--- config.mk ---
export PLATFORM = sky130hd
export DESIGN_NAME = ssd_scan_mux
export DESIGN_NICKNAME = d
export VERILOG_FILES = /design/src/rtl/ssd_scan_mux.sv
export SDC_FILE = /design/constraint.sdc
export NUM_CORES = 1
export LEC_CHECK = 0
export CAP_MARGIN = 5
export CORE_MARGIN = 2
export CORE_UTILIZATION = 49
export DETAILED_ROUTE_END_ITERATION = 8
export PLACE_DENSITY_LB_ADDON = 0.05
export RECOVER_POWER = 25
export SKIP_LAST_GASP = 1
export SYNTH_ARGS = -nofsm -noshare
export SYNTH_HDL_FRONTEND = slang
export SYNTH_SLANG_ARGS = --single-unit
--- constraint.sdc ---
create_clock -name clk -period 2.3 [get_ports clk]
set_input_delay 0.345 -clock clk [delete_from_list [all_inputs] [get_ports clk]]
set_output_delay 0.345 -clock clk [all_outputs]
set_load 0.02 [all_outputs]
--- src/rtl/ssd_scan_mux.sv ---
// Time-multiplexed seven-segment scan driver: one digit per DIV-cycle slot,
// with a dark gap at the start of each slot to suppress ghosting.
module ssd_scan_mux #(
    parameter int NUM_DIGITS   = 4,
    parameter int DIV          = 50000,
    parameter int BLANK_CYCLES = 1000
) (
    input  logic                            clk,
    input  logic                            reset,
    input  logic                            enable,
    input  logic [8*NUM_DIGITS-1:0]         seg_in,
    input  logic [NUM_DIGITS-1:0]           blank_mask,
    output logic [7:0]                      seg_out,
    output logic [NUM_DIGITS-1:0]           an_out,
    output logic [$clog2(NUM_DIGITS)-1:0]   digit_sel,
    output logic                            frame_tick
);

    localparam int DW = $clog2(NUM_DIGITS);
    localparam int CW = $clog2(DIV);

    localparam logic [CW-1:0] BLANK_LAST = CW'(BLANK_CYCLES - 1);
    localparam logic [CW-1:0] SLOT_LAST  = CW'(DIV - 1);
    localparam logic [DW-1:0] DIGIT_LAST = DW'(NUM_DIGITS - 1);

    typedef enum logic [1:0] {
        IDLE,
        BLANK,
        DRIVE
    } state_t;

    state_t                  state_q;
    logic [CW-1:0]           slot_cnt_q;
    logic [7:0]              seg_q;
    logic [NUM_DIGITS-1:0]   an_q;
    logic [DW-1:0]           digit_q;
    logic                    tick_q;

    logic [7:0]              seg_load_d;
    logic [NUM_DIGITS-1:0]   an_load_d;

    // Pattern to latch on DRIVE entry; a masked digit stays dark for its slot.
    always_comb begin
        seg_load_d = '1;
        an_load_d  = '1;
        for (int unsigned k = 0; k < NUM_DIGITS; k++) begin
            if (digit_q == DW'(k) && !blank_mask[k]) begin
                seg_load_d   = seg_in[8*k +: 8];
                an_load_d[k] = 1'b0;
            end
        end
    end

    always_ff @(posedge clk) begin
        // Reset and disable land in the same dark IDLE state.
        if (reset || !enable) begin
            state_q    <= IDLE;
            slot_cnt_q <= '0;
            seg_q      <= '1;
            an_q       <= '1;
            digit_q    <= '0;
            tick_q     <= 1'b0;
        end else begin
            tick_q <= 1'b0;
            unique case (state_q)
                IDLE: begin
                    state_q    <= BLANK;
                    slot_cnt_q <= '0;
                end
                BLANK: begin
                    slot_cnt_q <= slot_cnt_q + 1'b1;
                    if (slot_cnt_q == BLANK_LAST) begin
                        state_q <= DRIVE;
                        seg_q   <= seg_load_d;
                        an_q    <= an_load_d;
                    end
                end
                DRIVE: begin
                    if (slot_cnt_q == SLOT_LAST) begin
                        state_q    <= BLANK;
                        slot_cnt_q <= '0;
                        seg_q      <= '1;
                        an_q       <= '1;
                        digit_q    <= (digit_q == DIGIT_LAST) ? '0 : digit_q + 1'b1;
                        tick_q     <= (digit_q == DIGIT_LAST);
                    end else begin
                        slot_cnt_q <= slot_cnt_q + 1'b1;
                    end
                end
                default: state_q <= IDLE;
            endcase
        end
    end

    assign seg_out    = seg_q;
    assign an_out     = an_q;
    assign digit_sel  = digit_q;
    assign frame_tick = tick_q;

endmodule

# --- After elaboration in Yosys (flattened, before gate mapping) ---
# Index checks and enable logic that the tools add are counted.
# Widths: inputs -> output; s select.
word_totals:
  reg_bits: 33
  input_bits: 39
  out_inout_bits: 15
classes:
  add_sub_neg: 2
  n_eq_ne: 9
  mux: 20
  n_bitwise: 2
  n_reduce_logical: 18
op_table:
  columns: ["op", "count"]
  rows:
  - ["$mux 8", 6]
  - ["$pmux 16 s3", 1]
  - ["$add 16x1->16 const B", 1]
  - ["$eq 16x10->1 const B", 1]
  - ["$eq 16x16->1 const B", 1]
  - ["$mux 16", 1]
  - ["$pmux 8 s2", 1]
  - ["$mux 4", 2]
  - ["$pmux 4 s2", 1]
  - ["$eq 2x2->1 const B", 3]
  - ["$mux 2", 3]
  - ["$pmux 2 s3", 1]
  - ["$logic_not 1->1", 5]
  - ["$eq 2x1->1 const B", 2]
  - ["$logic_and 1x1->1", 4]
  - ["$logic_not 2->1", 2]
  - ["$mux 1", 4]
  - ["$ne 2x2->1 const B", 2]
  - ["$reduce_and 2->1", 2]
  - ["$reduce_and 3->1", 1]
  - ["$reduce_bool 3->1", 1]
  - ["$reduce_or 3->1", 1]
  - ["$add 2x1->2 const B", 1]
  - ["$not 1->1", 2]
  - ["other kinds (2)", 2]

# --- Longest topological paths before layout ---
logic_depth:
  word_depth: 8
  depth_mapped: 9
  depth_no_buf: 7

# --- Worst setup path after synthesis ---
# Ideal clock, no wire load.
synth_timing:
  path_kind: "flip-flop to flip-flop"
  start: "register state_q[0]"
  end: "register seg_q[0] (netlist: seg_out[0])"
  setup_ns: 0.136
  t_arrival_ns: 1.750
  t_required_ns: 2.164
  path_slack_ns: 0.414
  stages_incl_launch_ff: 10
  n_path_buf: 2
  path_cell_list: "dfxtp_1 -> inv_1 -> ha_1 -> clkbuf_1 -> or3b_2 -> clkbuf_1 -> nor2_1 -> a31oi_1 -> nand3_1 -> nand3_1"
synth_via:
  elab_chain_cells: 3
  elab_cells_between_ends: 7
  classes_between: "eq/ne: 4; mux: 1; reduce/logical: 2"
synth_lines:
  columns: ["element", "line_no", "rtl"]
  rows:
  - ["start, declared", "32", "state_t state_q;"]
  - ["start signal, assigned", "57", "state_q <= IDLE;"]
  - ["start signal, assigned", "67", "state_q <= BLANK;"]
  - ["start signal, assigned", "73", "state_q <= DRIVE;"]
  - ["$eq 2x2->1 / $eq 2x1->1 (equally long branches)", "65", "unique case (state_q)"]
  - ["$ne 2x2->1 (no source line) / $reduce_bool 2->1 (equally long branches)", null, null]
  - ["$reduce_and 3->1 (no source line)", null, null]
  - ["end signal, assigned", "74", "seg_q <= seg_load_d;"]
  - ["end, declared", "34", "logic [7:0] seg_q;"]
# Parallel ways exist; a longest one is shown, timed or not.
# A chain may end at the register's enable or synchronous reset.

# --- Final worst setup path ---
layout_timing:
  start: "register state_q[0]"
  end: "register slot_cnt_q[2]"
layout_via:
  elab_chain_cells: 2
  elab_cells_between_ends: 5
  classes_between: "eq/ne: 2; mux: 1; reduce/logical: 2"
layout_lines:
  columns: ["element", "line_no", "rtl"]
  rows:
  - ["$eq 2x2->1 (tied with other cells)", "65", null]
  - ["$pmux 16 s3 / $reduce_bool 3->1 (equally long branches)", null, null]
  - ["end signal, assigned", "71", "slot_cnt_q <= slot_cnt_q + 1'b1;"]
  - ["end signal, assigned", "87", "slot_cnt_q <= slot_cnt_q + 1'b1;"]
  - ["end, declared", "33", "logic [CW-1:0] slot_cnt_q;"]
# Parallel ways exist; a longest one is shown, timed or not.

==> metrics.md <==
| Metric | Value |
|---|---|
| Outcome | finished, final reports clean |
| Global-route wire length before repair | 9750 um |
| Core Box Area | 4060 sq um |
| Die W | 69.5 um |
| Critical Path Source | state_q[0]$_SDFFE_PP0P_ |
| Final hold vios | 0 |
| Clk pwr share | 44.6% |
| Peak VDD IR | 0.371 mV |
| Final nets | 377 |
| CP peak stage delay | 0.39 ns |
| Post-route setup TNS | 0 ns |
| Die Ht | 69.5 um |
| Max FO, Critical Path | 8 |
| Layout Skew | 0.00393 ns |
| Syn Nets | 323 |
| Placer Congestion | 0.862 |
| Minimum clock period | 2.07 ns |
| Sequential-to-total area share from yosys stat | 31.4% |
| Critical path depth | 7 |
| Comb power frac | 9.0% |
| Reg-to-Reg End | slot_cnt_q[2]$_SDFFE_PP0P_ |
| CP endpoint kind | register |
| Sequential group share of total power | 46.4% |
| Total CTS buffers | 5 |
| HP Class | register to register |
| Remaining Overflow, GRT | 0 |
| R2R Path Start | state_q[0]$_SDFFE_PP0P_ |
| CP Cell Sequence | ha_1 > nor4_1 > nand4_1 > nand4b_1 > buf_4 > or3b_1 > a31oi_1 |
| Hold Buf Count CTS | 0 |
| Vias per std cell | 5.95 |
| Clock Tree Root | clkbuf_8 |
| Slew Limit Fails | 0 |
| Reg2reg setup slack | 0.23 ns |
| Seq cells post-synth | 33 |
| Worst-path clk slew | 0.07 ns |
| RSZ-0062 raised after global routing | false |
| PwrDens | 439 nW/um^2 |
| Starting Density | 51.9% |
| I/O pins | 54 |
| Routed WL | 5680 um |
| Final-report setup violation count | 0 |
| Die area | 4840 sq um |
| TritonCTS clock tree | yes |
| Total number of vias | 2256 |
| Count of cells resized by post-cts repair | 0 |
| FFs w/ async S/R, synth | 0% |
| Switching power total | 0.000268 W |
| # rows | 23 |
| Post-synth EDFFs | 0 |
| Syn avg cell area | 7.68 sq um |
| Top FF cell, synth | dfxtp_1 |
| Diode count | 0 |
| Synthesis Warnings | 0 |
| Share of cells above drive strength 1 | 10.9% |
| CP arrival | 2.29 ns |
| Critical path class | register to register |
| Max Cap Violations | 0 |
| GRT Util Overall | 24.3% |
| Detailed Place HPWL | 4250 um |
| Area delta synth->final | 33.9% |
| Crit path required time | 2.52 ns |
| Total power | 0.00124 W |
| Worst Max-Slew Pin Slew | 0.561 ns |
| H-tree levels | 2 |
| Wire per inst | 15.0 um |
| Netlist Area Pre-Place | 2100 sq um |
| Initial antenna violation count | 0 |
| Crit path buf inv count | 1 |
| DR iter-0 viols | 221 |
| Port-buffer cells | 53 |
| CP Launch Type | register |
| Pleak | 0.906 nW |
| Slowest CP cell | dfxtp_1 |
| Int Pwr | 0.000969 W |
| Worst skew pair latency | 0.28 ns |
| DR pass1 iterations | 4 |
| Sw frac | 21.6% |
| Gate Count Post-Synth | 274 |
| Setup repair bufs after CTS | 0 |
| Crit path max-delay family | simple AND/OR/NAND/NOR gates |
| Period Utilization, post-route | 90.0% |
| Maximum clock rate | 0.483 GHz |
| Post-route antenna net violation count | 0 |
| CP Capture Point | slot_cnt_q[2]$_SDFFE_PP0P_ |
| CTS max path bufs | 2 |
| Vias in the first global route | 2033 |
| Clock sink count | 33 |
| Worst rel slew slack | 61.5% |
| Yosys cell types | 41 |
| Residual DRC | 0 |
| Largest net degree at the start of global routing | 20 |
| Reg2reg path depth | 7 |
==> worst min-delay path, stage by stage, from the launching register on <==
cell and delay, ns:
dfxtp_1 0.33, nand2_1 0.06, a21oi_1 0.05
==> logic make-up after synthesis <==
kind of cell | after synthesis | share of synthesized area [%]
and+or+nand+nor | 141 | 38.2
muxes | 4 | 1.90
adders and majority gates | 10 | 5.95
AOI/OAI and AO/OA | 60 | 17.3
buffers and inverters | 26 | 5.29
DFF | 33 | 31.4
==> synthesized netlist by cell type (5+ instances only) <==
| master | number | area (sq um) |
|---|---|---|
| a21oi_1 | 14 | 70.1 |
| buf_2 | 5 | 25.0 |
| nor2_1 | 13 | 48.8 |
| clkbuf_1 | 11 | 41.3 |
| nand4_1 | 7 | 43.8 |
| dfxtp_1 | 33 | 661 |
| nand3_1 | 34 | 170 |
| a31oi_1 | 18 | 113 |
| and3_1 | 5 | 31.3 |
| o311ai_0 | 8 | 70.1 |
| or3_1 | 11 | 68.8 |
| or3b_2 | 9 | 78.8 |
| inv_1 | 8 | 30.0 |
| nand2_1 | 29 | 109 |
| o21ai_0 | 12 | 60.1 |
| ha_1 | 10 | 125 |
==> stage by stage <==
| stage | area (sq um) | setup WS, ns | cells | hold slack, ns | utilization, % |
|---|---|---|---|---|---|
| finish | 2820 | 0.231 | 379 | 0.481 | 69.5 |
| CTS | 2820 | 0.228 | 379 | 0.487 | 69.5 |
| floorplan | 2100 | 0.414 | 274 | 0.458 | - |
| detailed placement | 2710 | 0.224 | 371 | 0.476 | 66.7 |
| global placement | 2710 | 0.274 | 371 | 0.469 | 66.7 |
| global route | 2820 | 0.0430 | 379 | 0.511 | 69.5 |
==> worst min path at each step <==
stage	from	endpoint	slack (ns)	cells after the start
floorplan	slot_cnt_q[1]$_SDFFE_PP0P_	slot_cnt_q[1]$_SDFFE_PP0P_	0.46	2
global placement	slot_cnt_q[1]$_SDFFE_PP0P_	slot_cnt_q[1]$_SDFFE_PP0P_	0.47	2
detailed placement	slot_cnt_q[1]$_SDFFE_PP0P_	slot_cnt_q[1]$_SDFFE_PP0P_	0.48	2
CTS	slot_cnt_q[1]$_SDFFE_PP0P_	slot_cnt_q[1]$_SDFFE_PP0P_	0.49	2
global route	seg_out[2]$_SDFFE_PP1P_	seg_out[2]$_SDFFE_PP1P_	0.51	2
finish	slot_cnt_q[1]$_SDFFE_PP0P_	slot_cnt_q[1]$_SDFFE_PP0P_	0.48	2
==> state kept, by name (all words and copies together), names as in the netlist <==
name / cells
an_out: 4
digit_sel: 2
frame_tick: 1
seg_out: 8
slot_cnt_q: 16
state_q: 2
==> final cells by class <==
type | count | area, sq um
Clock buffer | 5 | 68.8
Clock inverter | 3 | 46.3
Fill cell | 351 | 1240
Inverter | 8 | 30.0
Multi-Input combinational cell | 215 | 1330
Sequential cell | 33 | 661
Tap cell | 50 | 62.6
Timing Repair Buffer | 65 | 617
==> routing by layer <==
layer,part of all wire [%],GRT usage (%)
met1,49,37.7
met5,0,0
met3,5.9,4.07
met4,0.23,4.58
met2,45,35.3
==> power groups by stage <==
stage | clock network, W | logic [W] | registers (W)
4_1_cts | 0.000565 | 0.000112 | 0.000573
5_1_grt | 0.000591 | 0.000120 | 0.000574
2_1_floorplan | 0 | 0.0000345 | 0.000587
3_5_place_dp | 0 | 0.000112 | 0.000587
6_report | 0.000551 | 0.000112 | 0.000574
3_3_place_gp | 0 | 0.000111 | 0.000587
==> layout by cell type, fill, tap and decap left out, types with 2 or more instances in the layout <==
| cell | count |
|---|---|
| nand4_1 | 7 |
| nand3b_1 | 2 |
| nor3_1 | 2 |
| or3b_2 | 9 |
| mux2i_1 | 4 |
| nand3_1 | 34 |
| nand2b_1 | 4 |
| o311ai_0 | 8 |
| buf_4 | 11 |
| or4_1 | 3 |
| and2_1 | 2 |
| and3_1 | 4 |
| o21ai_0 | 12 |
| dlygate4sd3_1 | 11 |
| nor2_1 | 13 |
| and4b_1 | 2 |
| dfxtp_1 | 33 |
| o21a_1 | 2 |
| clkbuf_8 | 5 |
| a21oi_1 | 14 |
| nor2b_1 | 3 |
| ha_1 | 10 |
| a31oi_1 | 18 |
| or3_1 | 11 |
| nand2_1 | 29 |
| o21ai_1 | 4 |
| inv_1 | 8 |
| clkdlybuf4s50_1 | 42 |
| or2_2 | 3 |
| and4_1 | 3 |
Note: power is estimated with default switching activity, not from simulation.
